**config.mk**
```make
export PLATFORM = sky130hd
export DESIGN_NAME = sel_mux_reg_flat
export DESIGN_NICKNAME = d
export VERILOG_FILES = /design/src/rtl/sel_mux_reg_if.sv /design/src/rtl/sel_mux_reg.sv /design/src/flat_wrapper.sv
export SDC_FILE = /design/constraint.sdc
export NUM_CORES = 1
export LEC_CHECK = 0
export BUFFER_PORTS_ARGS = -buffer_cell sky130_fd_sc_hd__buf_2
export CORE_AREA = 3 3 40 42
export CTS_CLUSTER_DIAMETER = 60
export DETAILED_ROUTE_END_ITERATION = 7
export DIE_AREA = 0 0 43 45
export PLACE_DENSITY = 0.55
export SYNTH_ARGS = -nofsm -noshare
export SYNTH_HDL_FRONTEND = slang
export SYNTH_SLANG_ARGS = --single-unit
```
**constraint.sdc**
```tcl
create_clock -name clk -period 3.5 [get_ports clk]
set_input_delay 0.7 -clock clk [delete_from_list [all_inputs] [get_ports clk]]
set_output_delay 0.7 -clock clk [all_outputs]
set_load 0.03 [all_outputs]
```
**src/rtl/sel_mux_reg_if.sv**
```systemverilog
// Bundle of the channel inputs, the select controls and the registered output of sel_mux_reg.
// There is no logic here: it only groups the wires and sets their directions.
// The master drives the inputs and out_ready. The slave (the mux) drives in_ready and the out_* signals.
interface sel_mux_reg_if #(
    parameter int WIDTH = 4,
    parameter int N     = 2
);
    localparam int SELW = (N > 1) ? $clog2(N) : 1;

    logic [N*WIDTH-1:0] in_data;
    logic [N-1:0]       in_valid;
    logic [N-1:0]       in_ready;
    logic [SELW-1:0]    sel;
    logic               mode;
    logic [WIDTH-1:0]   out_data;
    logic [SELW-1:0]    out_chan;
    logic               out_valid;
    logic               out_ready;

    modport master (
        output in_data, in_valid, sel, mode, out_ready,
        input  in_ready, out_data, out_chan, out_valid
    );

    modport slave (
        input  in_data, in_valid, sel, mode, out_ready,
        output in_ready, out_data, out_chan, out_valid
    );
endinterface

```
**src/rtl/sel_mux_reg.sv**
```systemverilog
// N-channel WIDTH-bit select/round-robin mux with a registered output stage and the index of the source channel.
// Latency: 1 clock from the input handshake to out_valid. It can move one word per cycle when drain and fill happen together.
// Back-pressure: when the output is full and out_ready is low, every in_ready is 0 and the output and rr_ptr hold.
module sel_mux_reg #(
    parameter int WIDTH = 4,
    parameter int N     = 2
) (
    input  logic          clk,
    input  logic          rst_n,
    sel_mux_reg_if.slave  bus
);
    localparam int SELW = (N > 1) ? $clog2(N) : 1;

    logic [WIDTH-1:0] out_data_q,  out_data_d;
    logic [SELW-1:0]  out_chan_q,  out_chan_d;
    logic             out_valid_q, out_valid_d;
    logic [SELW-1:0]  rr_ptr_q,    rr_ptr_d;

    logic             load;
    logic [N-1:0]     grant;
    logic             xfer;
    logic [SELW-1:0]  gnt_idx;
    logic [WIDTH-1:0] gnt_data;

    // Pick the first valid channel, starting at ptr and wrapping from N-1 to 0.
    // The loops compare against constant indices, so the result is plain compare logic and needs no variable bit-select.
    function automatic logic [N-1:0] rr_pick(input logic [N-1:0] vld, input logic [SELW-1:0] ptr);
        logic [N-1:0] g;
        logic         found;
        int           idx;
        g     = '0;
        found = 1'b0;
        for (int k = 0; k < N; k++) begin
            idx = int'(ptr) + k;
            if (idx >= N) idx = idx - N;
            for (int i = 0; i < N; i++) begin
                if (!found && (idx == i) && vld[i]) begin
                    g[i]  = 1'b1;
                    found = 1'b1;
                end
            end
        end
        return g;
    endfunction

    // The output register can take a word when it is empty or is being drained in this cycle.
    assign load = !out_valid_q || bus.out_ready;

    // Grant is combinational from mode and sel. If sel is N or more, it matches no channel and nothing is granted.
    always_comb begin
        grant = '0;
        if (!bus.mode) begin
            for (int i = 0; i < N; i++) begin
                if (int'(bus.sel) == i) grant[i] = bus.in_valid[i];
            end
        end else begin
            grant = rr_pick(bus.in_valid, rr_ptr_q);
        end
    end

    // Ready is held low during reset so that no handshake can complete while the registers are cleared.
    assign bus.in_ready = rst_n ? (grant & {N{load}}) : '0;
    assign xfer         = |(bus.in_valid & bus.in_ready);

    // Encode the one-hot grant. The data is AND-OR muxed so that unselected channels, even if X, never reach the register.
    always_comb begin
        gnt_idx  = '0;
        gnt_data = '0;
        for (int i = 0; i < N; i++) begin
            if (grant[i]) begin
                gnt_idx  = SELW'(i);
                gnt_data = gnt_data | bus.in_data[i*WIDTH +: WIDTH];
            end
        end
    end

    // A fill replaces the held word, even when it is being drained in the same cycle. A drain with no fill only clears valid.
    always_comb begin
        out_data_d  = out_data_q;
        out_chan_d  = out_chan_q;
        out_valid_d = out_valid_q;
        rr_ptr_d    = rr_ptr_q;
        if (xfer) begin
            out_data_d  = gnt_data;
            out_chan_d  = gnt_idx;
            out_valid_d = 1'b1;
            if (bus.mode) begin
                rr_ptr_d = (int'(gnt_idx) == N - 1) ? '0 : gnt_idx + SELW'(1);
            end
        end else if (out_valid_q && bus.out_ready) begin
            out_valid_d = 1'b0;
        end
    end

    // Output stage and round-robin pointer. Reset clears them immediately (asynchronous reset).
    always_ff @(posedge clk or negedge rst_n) begin
        if (!rst_n) begin
            out_data_q  <= '0;
            out_chan_q  <= '0;
            out_valid_q <= 1'b0;
            rr_ptr_q    <= '0;
        end else begin
            out_data_q  <= out_data_d;
            out_chan_q  <= out_chan_d;
            out_valid_q <= out_valid_d;
            rr_ptr_q    <= rr_ptr_d;
        end
    end

    assign bus.out_data  = out_data_q;
    assign bus.out_chan  = out_chan_q;
    assign bus.out_valid = out_valid_q;
endmodule

```
**src/flat_wrapper.sv**
```systemverilog
// flat-port wrapper written by rule: the top's interface ports become plain ports
module sel_mux_reg_flat 
#(
    parameter int WIDTH = 4,
    parameter int N     = 2
)
  (clk, rst_n, bus_in_data, bus_in_valid, bus_sel, bus_mode, bus_out_ready, bus_in_ready, bus_out_data, bus_out_chan, bus_out_valid);
  sel_mux_reg_if #(.WIDTH(WIDTH), .N(N)) bus_i ();
  input  logic clk;
  input  logic rst_n;
  input wire logic [$bits(bus_i.in_data)-1:0] bus_in_data;
  input wire logic [$bits(bus_i.in_valid)-1:0] bus_in_valid;
  input wire logic [$bits(bus_i.sel)-1:0] bus_sel;
  input wire logic [$bits(bus_i.mode)-1:0] bus_mode;
  input wire logic [$bits(bus_i.out_ready)-1:0] bus_out_ready;
  output wire logic [$bits(bus_i.in_ready)-1:0] bus_in_ready;
  output wire logic [$bits(bus_i.out_data)-1:0] bus_out_data;
  output wire logic [$bits(bus_i.out_chan)-1:0] bus_out_chan;
  output wire logic [$bits(bus_i.out_valid)-1:0] bus_out_valid;
  assign bus_i.in_data = bus_in_data;
  assign bus_i.in_valid = bus_in_valid;
  assign bus_i.sel = bus_sel;
  assign bus_i.mode = bus_mode;
  assign bus_i.out_ready = bus_out_ready;
  assign bus_in_ready = bus_i.in_ready;
  assign bus_out_data = bus_i.out_data;
  assign bus_out_chan = bus_i.out_chan;
  assign bus_out_valid = bus_i.out_valid;
  sel_mux_reg #(.WIDTH(WIDTH), .N(N)) u_core (.clk(clk), .rst_n(rst_n), .bus(bus_i));
endmodule
```
==> out/qor.csv <==
metric,value,unit
CTS Sinks,7,
CTS Buf Count,3,
first-pass GRT wire length,1.27,mm
Worst Setup End Kind,output port,
FF/Latch Area,175,um2
number of global-route vias before repair,309,
final setup TNS,0,ns
multiplexer share of the synthesized area,0,%
#FFs+latches synth,7,
Syn Area/Cell,11.4,um2
"Max FO, Critical Path",6,
# fillers,131,
CTS root buffer,clkbuf_4,
Leak,0.278,nW
IO Port Bufs,22,
crit path DAT,1.66,ns
crit share post-route,67.5,%
Hold Crit Class,input port to asynchronous set/reset pin,
total gr overflow,0,
mean routed wirelength per cell,12.2,um
n_diodes,0,
Final Max Tran Viols,0,
unrepaired setup endpoints after global routing,false,
H-tree depth,1,
Die X,43,um
Internal,177,uW
routed length on met3,82,um
Starting Density,29.3,%
Worst path most repeated cell,buf_2,
Final GP Congestion,0.661,
CP Launch Point,bus_mode,
Reg-to-Reg Start,u_core.bus.out_valid,
drt initial violations,6,
Buf/Inv on CP,2,
run status,"finished, final reports clean",
final WL,878,um
Critical Path RT,2.80,ns
CTS tree,yes,
Slew @ Worst Pin,0.416,ns
drc violations,0,
switch share,35.7,%
largest net degree at the start of global routing,9,
Post-CTS Resized,0,
full die area,1940,um2
Sw Pwr,97.9,uW
CTS Buffer Depth,2,
wl on met1,398,um
XOR/XNOR Fraction of Synth Area,0,%
"most common cell after layout, fill and taps aside",buf_2,
Rel. slew slack,72.1,%
multi-input logic area,171,um2
"Cell Chain, Critical Path",buf_2 -> o21ai_0 -> a31oi_1 -> and2_2 -> buf_2,
highest routed layer,met3,
Adder-Cell Fraction of Synth Area,0,%
"Seq/Total Area, Yosys",46.5,%
Routed Antenna Nets,0,
"slowest stage cell, crit path",a31oi_1,
total number of placement rows,13,
worst r2r path cells,4,
CP Launch Type,input port,
"Min Clock Period, post-route",2.36,ns
share of layout cells above drive strength 1,57.9,%
kind of critical path,input port to output port,
DR WL met2,398,um
FMAX,423,MHz
Yosys warning total,0,
Final HPWL DP,725,um
largest family of logic cells by synthesized area,simple AND/OR/NAND/NOR gates,
Clk network pwr share,27.2,%
Max IR drop VDD,184,uV
initial antenna violation count,0,
vias per cell,4.89,
pwr dens,539,nW/um2
max cap viols,0,
Worst Clk Skew,0.00182,ns
most frequent cells in the layout,"buf_2 (22), dfrtp_1 (7), and3_2 (4), a221o_1 (4), clkbuf_4 (3)",
sequential power share,39.5,%
Mapped Area,377,um2
post-synth cell types,18,
Final setup viols,0,
synth-to-layout area growth,35.2,%
critical path's largest stage delay,0.29,ns
Post-CTS Setup Inserts,0,
complex-gate fraction of the synthesized area,20.6,%
clk slew on worst S/H paths,0.05,ns
core area,1280,um2
Die Span Y,45,um
Hold WS,0.274,ns
CP top delay family,compound AO/OA/AOI/OAI gates,
Synth Area in Simple Gates,24.9,%
Gate power share,33.3,%
Final Net Count,73,
GRT Util Overall,9.33,%
syn nets,48,
Stages on worst setup path,5,
Syn Inst Count,33,
cts-stage hold buffer count,0,
Worst-Skew Late Latency,0.25,ns
via count,352,
IO Pins,23,
first-pass detailed-route iteration total,4,
Final Hold Fails,0,
==> cells in the mapped netlist <==
master / count / share of area, %
dfrtp_1: 7 / 47
o21ai_0: 1 / 1.3
nand2b_4: 1 / 3.7
buf_6: 2 / 6.0
nand2_1: 1 / 1.0
o21bai_1: 1 / 2.0
a31oi_1: 2 / 3.3
nand3_1: 1 / 1.3
and2_2: 1 / 2.0
and3_2: 4 / 8.0
nand2b_1: 1 / 1.7
a221o_1: 4 / 11
o211ai_1: 1 / 2.0
and4_4: 1 / 3.0
inv_1: 2 / 2.0
and2_4: 1 / 2.3
a21oi_1: 1 / 1.3
or2b_1: 1 / 2.0
==> worst paths after layout <==
check | end | slack [ns]
worst min-delay path | u_core.bus.out_chan | 0.27
worst max-delay path | bus_in_ready[1] | 1.14
worst min register to register | u_core.bus.out_data[1] | 0.51
max in group asynchronous | u_core.bus.out_data[2] | 3.06
worst max register to register | u_core.bus.out_data[1] | 2.21
min in group clk | u_core.bus.out_data[1] | 0.51
==> kinds of logic after synthesis <==
logic type      Yosys count
compound gates           10
flops                     7
simple gates             12
buf+inv                   4
==> power groups by stage <==
stage          Sequential (mW)  Combinational (mW)  Clock (mW)
6_report                 0.109              0.0914      0.0746
3_5_place_dp             0.110              0.0921           0
5_1_grt                  0.110              0.0970      0.0834
3_3_place_gp             0.110              0.0920           0
4_1_cts                  0.109              0.0922      0.0774
2_1_floorplan            0.138              0.0349           0
==> layer usage <==
metal  vias up  global-route usage (%)
met1       157                    12.1
met2        20                    12.3
li1        175                       -
met5         -                       0
met4         0                    5.42
met3         0                    4.78
==> sequential cells by signal (all words and copies together), names as in the netlist <==
name,cells
u_core.bus.out_chan,1
u_core.rr_ptr_q,1
u_core.bus.out_valid,1
u_core.bus.out_data,4
==> per-stage QoR <==
stage	area [um2]	setup slack (ns)	power (mW)	cells	utilization [%]
detailed placement	483	1.15	0.202	68	37.6
global route	509	1.06	0.291	72	39.6
finish	509	1.14	0.275	72	39.6
CTS	509	1.14	0.278	72	39.6
floorplan	377	1.42	0.173	33	-
global placement	483	1.20	0.202	68	37.6
==> cell type report <==
class | count | share of cell area [%]
sequential | 7 | 34.4
inverter | 2 | 1.47
tap | 15 | 3.69
timing repair buffer | 22 | 21.6
multi-input combinational | 22 | 33.7
clock buffer | 4 | 5.16
Power figures use the tool's default switching activity.
